[src/rtl/regbank_sched_pkg.sv]
// Shared types and helpers for the register-bank write scheduler.
// State encoding, write-counter width and a constant-evaluable clog2.
package regbank_sched_pkg;

  typedef enum logic [1:0] {
    SLEEP  = 2'd0,
    WAKE   = 2'd1,
    ACTIVE = 2'd2
  } sched_state_e;

  localparam int WR_CNT_W = 16;

  // Number of bits needed to encode 'value' distinct indices (value >= 2).
  function automatic int clog2(input int value);
    int result;
    result = 0;
    for (int i = 0; i < 31; i++) begin
      if ((32'sd1 <<< i) < value) begin
        result = i + 1;
      end else begin
        result = result;
      end
    end
    return result;
  endfunction

endpackage

[src/rtl/rr_arbiter.sv]
// Combinational round-robin arbiter.
// Searches req starting at ptr, wrapping modulo NREQ, and returns the first
// asserted requester as a one-hot grant plus its encoded index.
module rr_arbiter
  import regbank_sched_pkg::*;
#(
  parameter int NREQ = 4
) (
  input  logic [NREQ-1:0]        req,
  input  logic [clog2(NREQ)-1:0] ptr,
  output logic [NREQ-1:0]        grant,
  output logic [clog2(NREQ)-1:0] grant_idx
);

  localparam int IW = clog2(NREQ);

  logic found_s;

  // Rotating priority search: first requester at or after ptr wins.
  always_comb begin
    int cand;
    grant     = {NREQ{1'b0}};
    grant_idx = {IW{1'b0}};
    found_s   = 1'b0;
    for (int k = 0; k < NREQ; k++) begin
      cand = int'(ptr) + k;
      if (cand >= NREQ) begin
        cand = cand - NREQ;
      end else begin
        cand = cand;
      end
      if (!found_s && req[cand]) begin
        grant[cand] = 1'b1;
        grant_idx   = IW'(cand);
        found_s     = 1'b1;
      end else begin
        found_s = found_s;
      end
    end
  end

endmodule

[src/rtl/regbank_wr_sched.sv]
// Register-bank write scheduler.
// Arbitrates NREQ valid/ready requesters round-robin onto the single
// registered bank write port (bank_enable/bank_data) and counts writes.
// Optional macro CLKGATE_EN adds a SLEEP/WAKE/ACTIVE sequencer that drops
// gate_en after IDLE_HOLD idle cycles and reopens it before the next write;
// without it gate_en is tied high and ready may follow valid in the same cycle.
module regbank_wr_sched
  import regbank_sched_pkg::*;
#(
  parameter int NREQ      = 4,
  parameter int DW        = 8,
  parameter int IDLE_HOLD = 4
) (
  input  logic                   clk,
  input  logic                   rst_n,
  input  logic [NREQ-1:0]        req_valid,
  input  logic [NREQ*DW-1:0]     req_data,
  output logic [NREQ-1:0]        req_ready,
  output logic                   bank_enable,
  output logic [DW-1:0]          bank_data,
  output logic                   gate_en,
  output logic [clog2(NREQ)-1:0] grant_id,
  output logic [WR_CNT_W-1:0]    wr_count
);

  localparam int IW = clog2(NREQ);
  localparam logic [WR_CNT_W-1:0] WR_ONE = WR_CNT_W'(1);

  // Elaboration-time guard on the supported parameter ranges.
  if ((NREQ < 2) || (NREQ > 8) || (IDLE_HOLD < 1) || (DW < 1)) begin : g_param_check
    $error("regbank_wr_sched: unsupported parameter set");
  end

  logic [NREQ-1:0]     arb_grant_s;
  logic [IW-1:0]       arb_idx_s;
  logic                arb_open_s;
  logic                xfer_s;
  logic [DW-1:0]       win_data_s;
  logic [IW-1:0]       ptr_r;
  logic [IW-1:0]       ptr_next_s;
  logic                bank_enable_r;
  logic [DW-1:0]       bank_data_r;
  logic [IW-1:0]       grant_id_r;
  logic [WR_CNT_W-1:0] wr_count_r;

  rr_arbiter #(
    .NREQ (NREQ)
  ) u_arb (
    .req       (req_valid),
    .ptr       (ptr_r),
    .grant     (arb_grant_s),
    .grant_idx (arb_idx_s)
  );

  // The arbiter only grants valid requesters, so ready is the grant masked by
  // whether the port is currently open for writes.
  assign req_ready = arb_grant_s & {NREQ{arb_open_s}};
  assign xfer_s    = |req_ready;

  // Winner data mux built as an AND-OR so no priority is implied.
  always_comb begin
    win_data_s = {DW{1'b0}};
    for (int i = 0; i < NREQ; i++) begin
      win_data_s = win_data_s | (req_data[i*DW +: DW] & {DW{arb_grant_s[i]}});
    end
  end

  // Pointer moves to the slot after the winner, wrapping at NREQ-1.
  always_comb begin
    if (arb_idx_s == IW'(NREQ - 1)) begin
      ptr_next_s = {IW{1'b0}};
    end else begin
      ptr_next_s = arb_idx_s + IW'(1);
    end
  end

  // Write port, last-grant, write counter and round-robin pointer registers.
  always_ff @(posedge clk or negedge rst_n) begin
    if (!rst_n) begin
      bank_enable_r <= 1'b0;
      bank_data_r   <= {DW{1'b0}};
      grant_id_r    <= {IW{1'b0}};
      wr_count_r    <= {WR_CNT_W{1'b0}};
      ptr_r         <= {IW{1'b0}};
    end else if (xfer_s) begin
      bank_enable_r <= 1'b1;
      bank_data_r   <= win_data_s;
      grant_id_r    <= arb_idx_s;
      wr_count_r    <= wr_count_r + WR_ONE;
      ptr_r         <= ptr_next_s;
    end else begin
      // Data, grant id and pointer hold their last values between writes.
      bank_enable_r <= 1'b0;
    end
  end

  assign bank_enable = bank_enable_r;
  assign bank_data   = bank_data_r;
  assign grant_id    = grant_id_r;
  assign wr_count    = wr_count_r;

`ifdef CLKGATE_EN
  localparam int IDLE_W = clog2(IDLE_HOLD + 1);

  sched_state_e      state_r;
  sched_state_e      state_next_s;
  logic [IDLE_W-1:0] idle_cnt_r;
  logic [IDLE_W-1:0] idle_cnt_next_s;
  logic              gate_en_r;
  logic              idle_cycle_s;

  // An idle cycle has nobody asking and no write landing in the bank.
  assign idle_cycle_s = ~(|req_valid) & ~bank_enable_r;
  assign arb_open_s   = (state_r == ACTIVE);

  // Gate sequencer next-state: sleep after IDLE_HOLD idle cycles, wake on any valid.
  always_comb begin
    state_next_s    = state_r;
    idle_cnt_next_s = idle_cnt_r;
    case (state_r)
      SLEEP: begin
        idle_cnt_next_s = {IDLE_W{1'b0}};
        if (|req_valid) begin
          state_next_s = WAKE;
        end else begin
          state_next_s = SLEEP;
        end
      end
      WAKE: begin
        idle_cnt_next_s = {IDLE_W{1'b0}};
        state_next_s    = ACTIVE;
      end
      ACTIVE: begin
        if (idle_cycle_s) begin
          if (idle_cnt_r == IDLE_W'(IDLE_HOLD - 1)) begin
            state_next_s    = SLEEP;
            idle_cnt_next_s = {IDLE_W{1'b0}};
          end else begin
            state_next_s    = ACTIVE;
            idle_cnt_next_s = idle_cnt_r + IDLE_W'(1);
          end
        end else begin
          // A request on the expiry edge keeps the gate open.
          state_next_s    = ACTIVE;
          idle_cnt_next_s = {IDLE_W{1'b0}};
        end
      end
      default: begin
        state_next_s    = SLEEP;
        idle_cnt_next_s = {IDLE_W{1'b0}};
      end
    endcase
  end

  // Sequencer state, idle counter and registered clock-gate enable.
  always_ff @(posedge clk or negedge rst_n) begin
    if (!rst_n) begin
      state_r    <= SLEEP;
      idle_cnt_r <= {IDLE_W{1'b0}};
      gate_en_r  <= 1'b0;
    end else begin
      state_r    <= state_next_s;
      idle_cnt_r <= idle_cnt_next_s;
      gate_en_r  <= (state_next_s != SLEEP);
    end
  end

  assign gate_en = gate_en_r;
`else
  // Bank clock is never gated; the port is always open.
  assign arb_open_s = 1'b1;
  assign gate_en    = 1'b1;
`endif

endmodule

[config.mk]
export PLATFORM = sky130hd
export DESIGN_NAME = regbank_wr_sched
export DESIGN_NICKNAME = d
export VERILOG_FILES = /design/src/rtl/regbank_sched_pkg.sv /design/src/rtl/rr_arbiter.sv /design/src/rtl/regbank_wr_sched.sv
export SDC_FILE = /design/constraint.sdc
export NUM_CORES = 1
export LEC_CHECK = 0
export CAP_MARGIN = 25
export CORE_MARGIN = 8
export CORE_UTILIZATION = 40
export DETAILED_ROUTE_END_ITERATION = 7
export PLACE_DENSITY = 0.74
export SLEW_MARGIN = 25
export SYNTH_ARGS = -nofsm -noshare
export SYNTH_HDL_FRONTEND = slang
export SYNTH_SLANG_ARGS = --single-unit
[constraint.sdc]
create_clock -name clk -period 9.1 [get_ports clk]
set_input_delay 1.82 -clock clk [delete_from_list [all_inputs] [get_ports clk]]
set_output_delay 1.82 -clock clk [all_outputs]
set_load 0.005 [all_outputs]
[After elaboration in Yosys (flattened, before gate mapping)]
Cells that the tools add are included.
Storage, ports and cells
  flip-flop bits (word level): 29
  output and inout port bits: 32
  bits of input ports: 38
Operators by class
  eq/ne operators: 1
  order comparisons: 12
  add/subtract/negate cells: 9
  bitwise logic cells: 10
  mux-type cells: 37
  reduce and logical (&&, ||, !) cells: 11
Operators by type and width (number)
  32-bit by 1-bit >= comparator with 1-bit output (second input constant): 4
  32-bit by 4-bit less-than comparator with 1-bit output (second input constant): 4
  32-bit two-way mux: 4
  32-bit by 4-bit >= comparator with 1-bit output (second input constant): 3
  32-bit by 4-bit subtractor with 32-bit output (second input constant): 3
  8-bit bitwise AND: 4
  8-bit OR: 3
  16-bit by 1-bit adder with 16-bit output (second input constant): 1
  1-bit two-way mux: 16
  4-bit two-way mux: 4
  4-bit OR: 3
  2-bit two-way mux: 5
  1-bit binary-select mux with 2-bit select: 4
  1-bit demux with 2-bit select: 4
  1-bit logical AND: 7
  2-bit by 2-bit adder with 3-bit output (second input constant): 2
  4-bit OR reduction: 1
  2-bit by 3-bit subtractor with 4-bit output (second input constant): 1
  2-bit by 1-bit adder with 3-bit output (second input constant): 1
  2-bit by 3-bit >= comparator with 1-bit output (second input constant): 1
  1-bit zero test: 3
  2-bit by 1-bit adder with 2-bit output (second input constant): 1
  2-bit equality test (second input constant): 1

[Depth between registers and ports, before layout]
Gate-level depths: netlist of run 1.
  word-level depth: 19
  depth in mapped cells: 13

[Cells and area by module]
A second synthesis of run 1 with hierarchy kept.
Unflattened totals
  cell total of the unflattened synthesis: 168
  area, all modules: 1821.7 um^2
Modules (own cells, without submodules)
  regbank_wr_sched: instances 1, cells an instance 119, area each 1365.1 um^2
  rr_arbiter: instances 1, cells an instance 49, area each 456.7 um^2

[Worst setup path after synthesis of run 1]
OpenSTA, ideal clock, no wires.
  kind: input to output
  start point: input port req_valid[3]
  end point: output port req_ready[1]
  slack: 4.078 ns
  data arrival time: 3.202 ns
  stages on the path: 5
  required time: 7.280 ns
  cell sequence: buf_2 > mux4_2 > nor4b_4 > nand2_1 > o2111ai_2
On the way
  cells in the longest elaborated chain, start to end: 13
  elaborated cells between the ends (all ways): 28
RTL lines
  from (decl): line regbank_wr_sched.sv:16  | input logic [NREQ-1:0] req_valid,
  1-bit binary-select mux with 2-bit select: line rr_arbiter.sv:32  | if (!found_s && req[cand]) begin
  1-bit two-way mux (implied by the code) (2 in a row): line rr_arbiter.sv:32
  1-bit two-way mux: line rr_arbiter.sv:32
  1-bit zero test: line rr_arbiter.sv:32
  1-bit logical AND: line rr_arbiter.sv:32
  1-bit two-way mux: line rr_arbiter.sv:32
  1-bit zero test: line rr_arbiter.sv:32
  1-bit logical AND: line rr_arbiter.sv:32
  1-bit two-way mux: line rr_arbiter.sv:32
  1-bit zero test: line rr_arbiter.sv:32
  1-bit logical AND: line rr_arbiter.sv:32
  4-bit two-way mux (*): line rr_arbiter.sv:32
  to (decl): line regbank_wr_sched.sv:18  | output logic [NREQ-1:0] req_ready,
Mark *: on every way between the ends. The rest lies on a longest branch, timed or not. The select of a mux whose other input is x is not followed.

[Worst setup path in the final report of run 1]
Ends and elaborated chain as after synthesis.

==> metrics.cfg, run 1 <==
[run_status]
status=completed

[floorplan]
ios=70
coreArea_um2=4414
row_count=24
start_util_pct=41.98
die_width_um=84.06
dieArea_um2=7066
die_h_um=84.06

[yosys]
synth_edf_count=0
netlist_area_um2=1853
ys_ff_latch=29
synthSimpleGateAreaFrac_pct=18.37
synth-main-ff-cell=dfrtp_1
synth-compound-area-share_pct=18.37
syn_inst=183
ys_async_sr_fraction_pct=100.0
synthXorXnorAreaFrac_pct=7.090
yosys.area.top_type=dfrtp_1
syn_avg_cell_area_um2=10.13
synthMuxAreaShare_pct=7.765
synth_most_common_cell=dfrtp_1
ys_types=37
yosysWarnings=0
synth_top_family_by_area=simple AND/OR/NAND/NOR gates
synth-seq-area-share_pct=39.16
synth_fa_ha_area_share_pct=4.051
synth_top_area_share_pct=39.16
yosys-top-cells-area=dfrtp_1, a22oi_1, mux4_2, nand2_1, ha_1
syn_nets=227
yosys-top-cells-count=dfrtp_1, nand2_1, a22oi_1

[route]
drc=0
via_count=1665
wl_per_cell_um=16.07
ant_nets=0
wl_mm=4.884
first_pass_iters=4
drt-initial-drc-count=119
vias_per_cell=5.477

[placement]
hpwl_mm=3.729
portBuffers=68
place_congestion=0.8297
pre_cts_ws_ns=2.817

[power_and_ir_drop]
p_int_uw=546.9
max-vdd-ir-drop_mv=0.1913
clockPowerShare_pct=10.5
p_sw_share_pct=44.90
switchingPower_uw=445.6
pwr-share-seq_pct=24.7
leakage_nw=1.027
combinationalPowerShare_pct=64.9
p_per_area_nw_per_um2=376.3

[clocking]
cts_resized=0
cts_tree=yes
cts_buffers=5
cts_hold_buf=0
clockBufferDepth=2
clock_latency_ns=0.28
cts_sinks=29
clkSlewWorstSetupHoldPaths_ns=0.07
clockRootBuffer=clkbuf_8
post_cts_buffers=0
cts_htree_levels=2

[critical_path]
slowest_delay_ns=0.66
cp-start-kind=input port
worstPathRequired_ns=7.28
criticalPathCategory=in -> out
cp_top_family=buffers and inverters
path_max_fanout=10
worst_path_most_repeated_cell=clkdlybuf4s50_1
crit_path_end_kind=primary output
cp_cell_sequence=clkdlybuf4s50_1 > mux4_2 > nor4b_4 > nand2_1 > o2111ai_2 > clkdlybuf4s50_1
crit_arrival_ns=4.44
slowest_stage=mux4_2
crit_buf_inv=2
reg2reg_slack_ns=4.86

[grt]
grt_usage_pct=14.11
grt_pass1_vias=1745
grt_remaining_overflow=0
antenna_found_initial=0
grt_max_degree=30
grt_pass1_wl_mm=8.342

[timing]
min_period_over_period_pct=68.80
drv_slew=0
min_period_ns=6.261
tns_ns=0
setup_ws_ns=2.839
rsz0062_at_grt=no
worst_slew_pin_slew_ns=0.7553
maxSlewHeadroom_pct=49.27
finalHoldViolations=0
max_freq_mhz=159.7
finClkSkew_ns=0.005921
setup_viol=0

[run]
cap_violations=0

[cells_and_area]
final_core_util_pct=59.75
n_fill_cell=370
num_antenna_cells=0
syn2layout_area_growth_pct=42.34
layout.nets=295
drive_gt1_share_pct=8.730

[min_path]
holdCritPathClass=reg -> reg

[cell usage in the layout (no fill, tap or decap), drive strengths merged, types with 2 or more instances in the layout]
cell,count
mux2i,2
nand3,4
nand2,25
clkinv,2
nor4,7
inv,10
nor4b,3
nor2,15
o2111ai,4
a31oi,10
ha,6
dfrtp,29
a21oi,3
mux2,3
xor2,8
xnor2,7
mux4,4
nand2b,3
clkbuf,5
clkdlybuf4s50,68
o22ai,2
a22oi,16
nand4,5
[per-stage QoR]
stage	cell area (um^2)	instances	total power, mW	hold WS [ns]
floorplan	1853	183	0.6915	0.4647
global placement	2551	296	0.8873	0.4571
detailed placement	2551	296	0.9026	0.4587
CTS	2638	304	1.010	0.4711
global route	2638	304	1.091	0.5003
finish	2638	304	0.9925	0.4654
[sequential cells by signal, indices dropped and copies added, names as in the netlist]
register and flops:
ptr_r 2, grant_id 2, bank_enable 1, bank_data 8, wr_count 16
[path summary, 6_finish.rpt]
kind | start | to | cells past startpoint
setup / recovery | req_valid[3] | req_ready[1] | 6
hold / removal | wr_count[15] | wr_count[15] | 1
setup reg to reg | ptr_r[0] | grant_id[0] | 9
hold reg to reg | wr_count[15] | wr_count[15] | 1
max in group asynchronous | rst_n | bank_data[0] | 2
min in group asynchronous | rst_n | wr_count[15] | 2
[kinds of logic after synthesis]
kind of cell             count (synthesis)
other                                    1
AO/OA/AOI/OAI                           41
flip-flops                              29
adder cells (fa/ha/maj)                  6
multiplexers                             9
XOR/XNOR                                15
buffers and inverters                   18
AND/OR/NAND/NOR                         64
[power by group through the flow]
stage               Clock (mW)  Combinational (mW)  Sequential (mW)
global route             0.113               0.721            0.257
finish                   0.104               0.644            0.245
floorplan                    0               0.457            0.235
CTS                      0.107               0.658            0.246
detailed placement           0               0.655            0.248
global placement             0               0.641            0.246
[cell type report]
type / count / area, um^2 / area share, %
timing repair buffer: 69 / 688.2 / 26.09
sequential: 29 / 725.7 / 27.51
multi-input combinational: 136 / 1035 / 39.23
inverter: 10 / 37.54 / 1.423
clock buffer: 5 / 68.82 / 2.609
tap: 52 / 65.06 / 2.467
clock inverter: 3 / 17.52 / 0.6641
[per-layer routing]
metal	track usage [%]	share of wire (%)	vias up
li1	-	-	811
met1	17.00	43	798
met2	21.45	47	54
met3	7.227	9.2	2
met4	3.768	0.72	0
met5	0	0	-
(Power assumes the default switching activity.)
==> run 2, diff against run 1 <==
clock period = 6.07 ns   (was 9.1 ns; I/O delays follow)
==> run 2 against run 1 <==
Effect of this change: die area is the same; non-clock buffer count grew 1; first-iteration DRC count grew 6.7%; clock skew grew 0.0025 ns; worst hold slack is essentially flat; wire length shrank 2.9%; core utilization grew 1.2 points.
==> metrics.cfg, run 2 (same netlist as run 1, synthesis figures left out) <==
[run_status]
status=completed

[critical_path]
crit_arrival_ns=3.84
crit_path_end_kind=primary output
worst_path_most_repeated_cell=clkdlybuf4s50_1
cp-start-kind=input port
worstPathRequired_ns=4.86
cp_top_family=buffers and inverters
slowest_delay_ns=0.65
slowest_stage=mux4_2
cp_cell_sequence=clkdlybuf4s50_1 > mux4_2 > nor4b_4 > nand2_1 > o2111ai_2 > clkdlybuf4s50_1
crit_buf_inv=2
path_max_fanout=10
criticalPathCategory=in -> out

[floorplan]
ios=70
row_count=24
start_util_pct=41.98
die_width_um=84.06
coreArea_um2=4414
die_h_um=84.06
dieArea_um2=7066

[power_and_ir_drop]
p_per_area_nw_per_um2=590.3
leakage_nw=1.056
max-vdd-ir-drop_mv=0.2891

[route]
wl_per_cell_um=15.55
drt-initial-drc-count=127
wl_mm=4.743
drc=0
via_count=1668
first_pass_iters=4
vias_per_cell=5.469
ant_nets=0

[cells_and_area]
final_cells=305
most-common-layout-cells=clkdlybuf4s50_1, dfrtp_1, nand2_1
drive_gt1_share_pct=9.091
layout.nets=296
fin_area_um2=2693
n_fill_cell=378
multi_input_area_um2=1035
largest_register_ffs=16
layout_commonest_cell=clkdlybuf4s50_1
ff_latch_area_um2=725.7
final_core_util_pct=61.00
num_antenna_cells=0
syn2layout_area_growth_pct=45.31

[timing]
min_period_ns=5.052
setup_ws_ns=1.018
rsz0062_at_grt=no
worst_slew_pin_slew_ns=0.7673
min_period_over_period_pct=83.23
maxSlewHeadroom_pct=48.60
finClkSkew_ns=0.008387
setup_viol=0
drv_slew=0
finalHoldViolations=0
max_freq_mhz=197.9
tns_ns=0

[clocking]
post_cts_buffers=0
cts_sinks=29
cts_resized=0
clockRootBuffer=clkbuf_8
cts_hold_buf=0
cts_htree_levels=2
cts_tree=yes
clock_latency_ns=0.27
cts_buffers=5
clkSlewWorstSetupHoldPaths_ns=0.07
clockBufferDepth=2

[grt]
grt_remaining_overflow=0
antenna_found_initial=0
grt_pass1_vias=1709
grt_usage_pct=13.34
grt_max_degree=30
grt_pass1_wl_mm=7.997

[placement]
portBuffers=68
place_inst=297
place_congestion=0.8311
placed_cell_area_um2=2559
hpwl_mm=3.625
pre_cts_ws_ns=1.041

[run]
cap_violations=0

[min_path]
holdCritPathClass=reg -> reg

[run 2: where the power goes]
part | total, mW | switching [mW] | internal, mW | leakage, nW
combinational | 0.984 | 0.514 | 0.471 | 0.641
sequential | 0.369 | 0.0853 | 0.284 | 0.347
clock | 0.236 | 0.0733 | 0.163 | 0.0681
[run 2: final timing paths]
kind,from,end,slack (ns),cells after the start
setup / recovery,req_valid[3],req_ready[1],1.02,6
hold reg to reg,wr_count[15],wr_count[15],0.47,1
min in group asynchronous,rst_n,wr_count[15],1.31,2
hold / removal,wr_count[15],wr_count[15],0.47,1
setup reg to reg,ptr_r[0],grant_id[0],2.25,10
max in group asynchronous,rst_n,wr_count[9],4.47,2
[run 2: metal layers]
layer	up-vias	routed length [um]	track usage [%]
met2	65	2203	20.61
met4	0	51	3.768
li1	811	-	-
met1	787	2023	15.87
met3	5	464	6.543
met5	-	0	0
[run 2: area by class of cell]
cell class	instances	share of cell area [%]
well taps	52	2.416
inverters	10	1.394
clock buffers	5	2.556
repair buffers	70	25.84
clock inverters	3	2.416
flip-flops and latches	29	26.95
multi-input cells	136	38.43
[run 2: per-stage QoR]
stage               total power [mW]  hold WS (ns)
floorplan                      1.037        0.4647
global placement               1.345        0.4573
detailed placement             1.360        0.4587
CTS                            1.607        0.4711
global route                   1.727        0.5013
finish                         1.589        0.4653
[run 2: worst register-to-register path, stage by stage, from the launching register on]
cell       delay [ns]
dfrtp_1          0.68
inv_1            0.13
ha_1             0.49
nand2b_1         0.19
nand2_1          0.07
a31oi_1          0.60
o2111ai_2        0.40
nor4_4           0.30
buf_4            0.24
inv_2            0.21
mux2_1           0.38
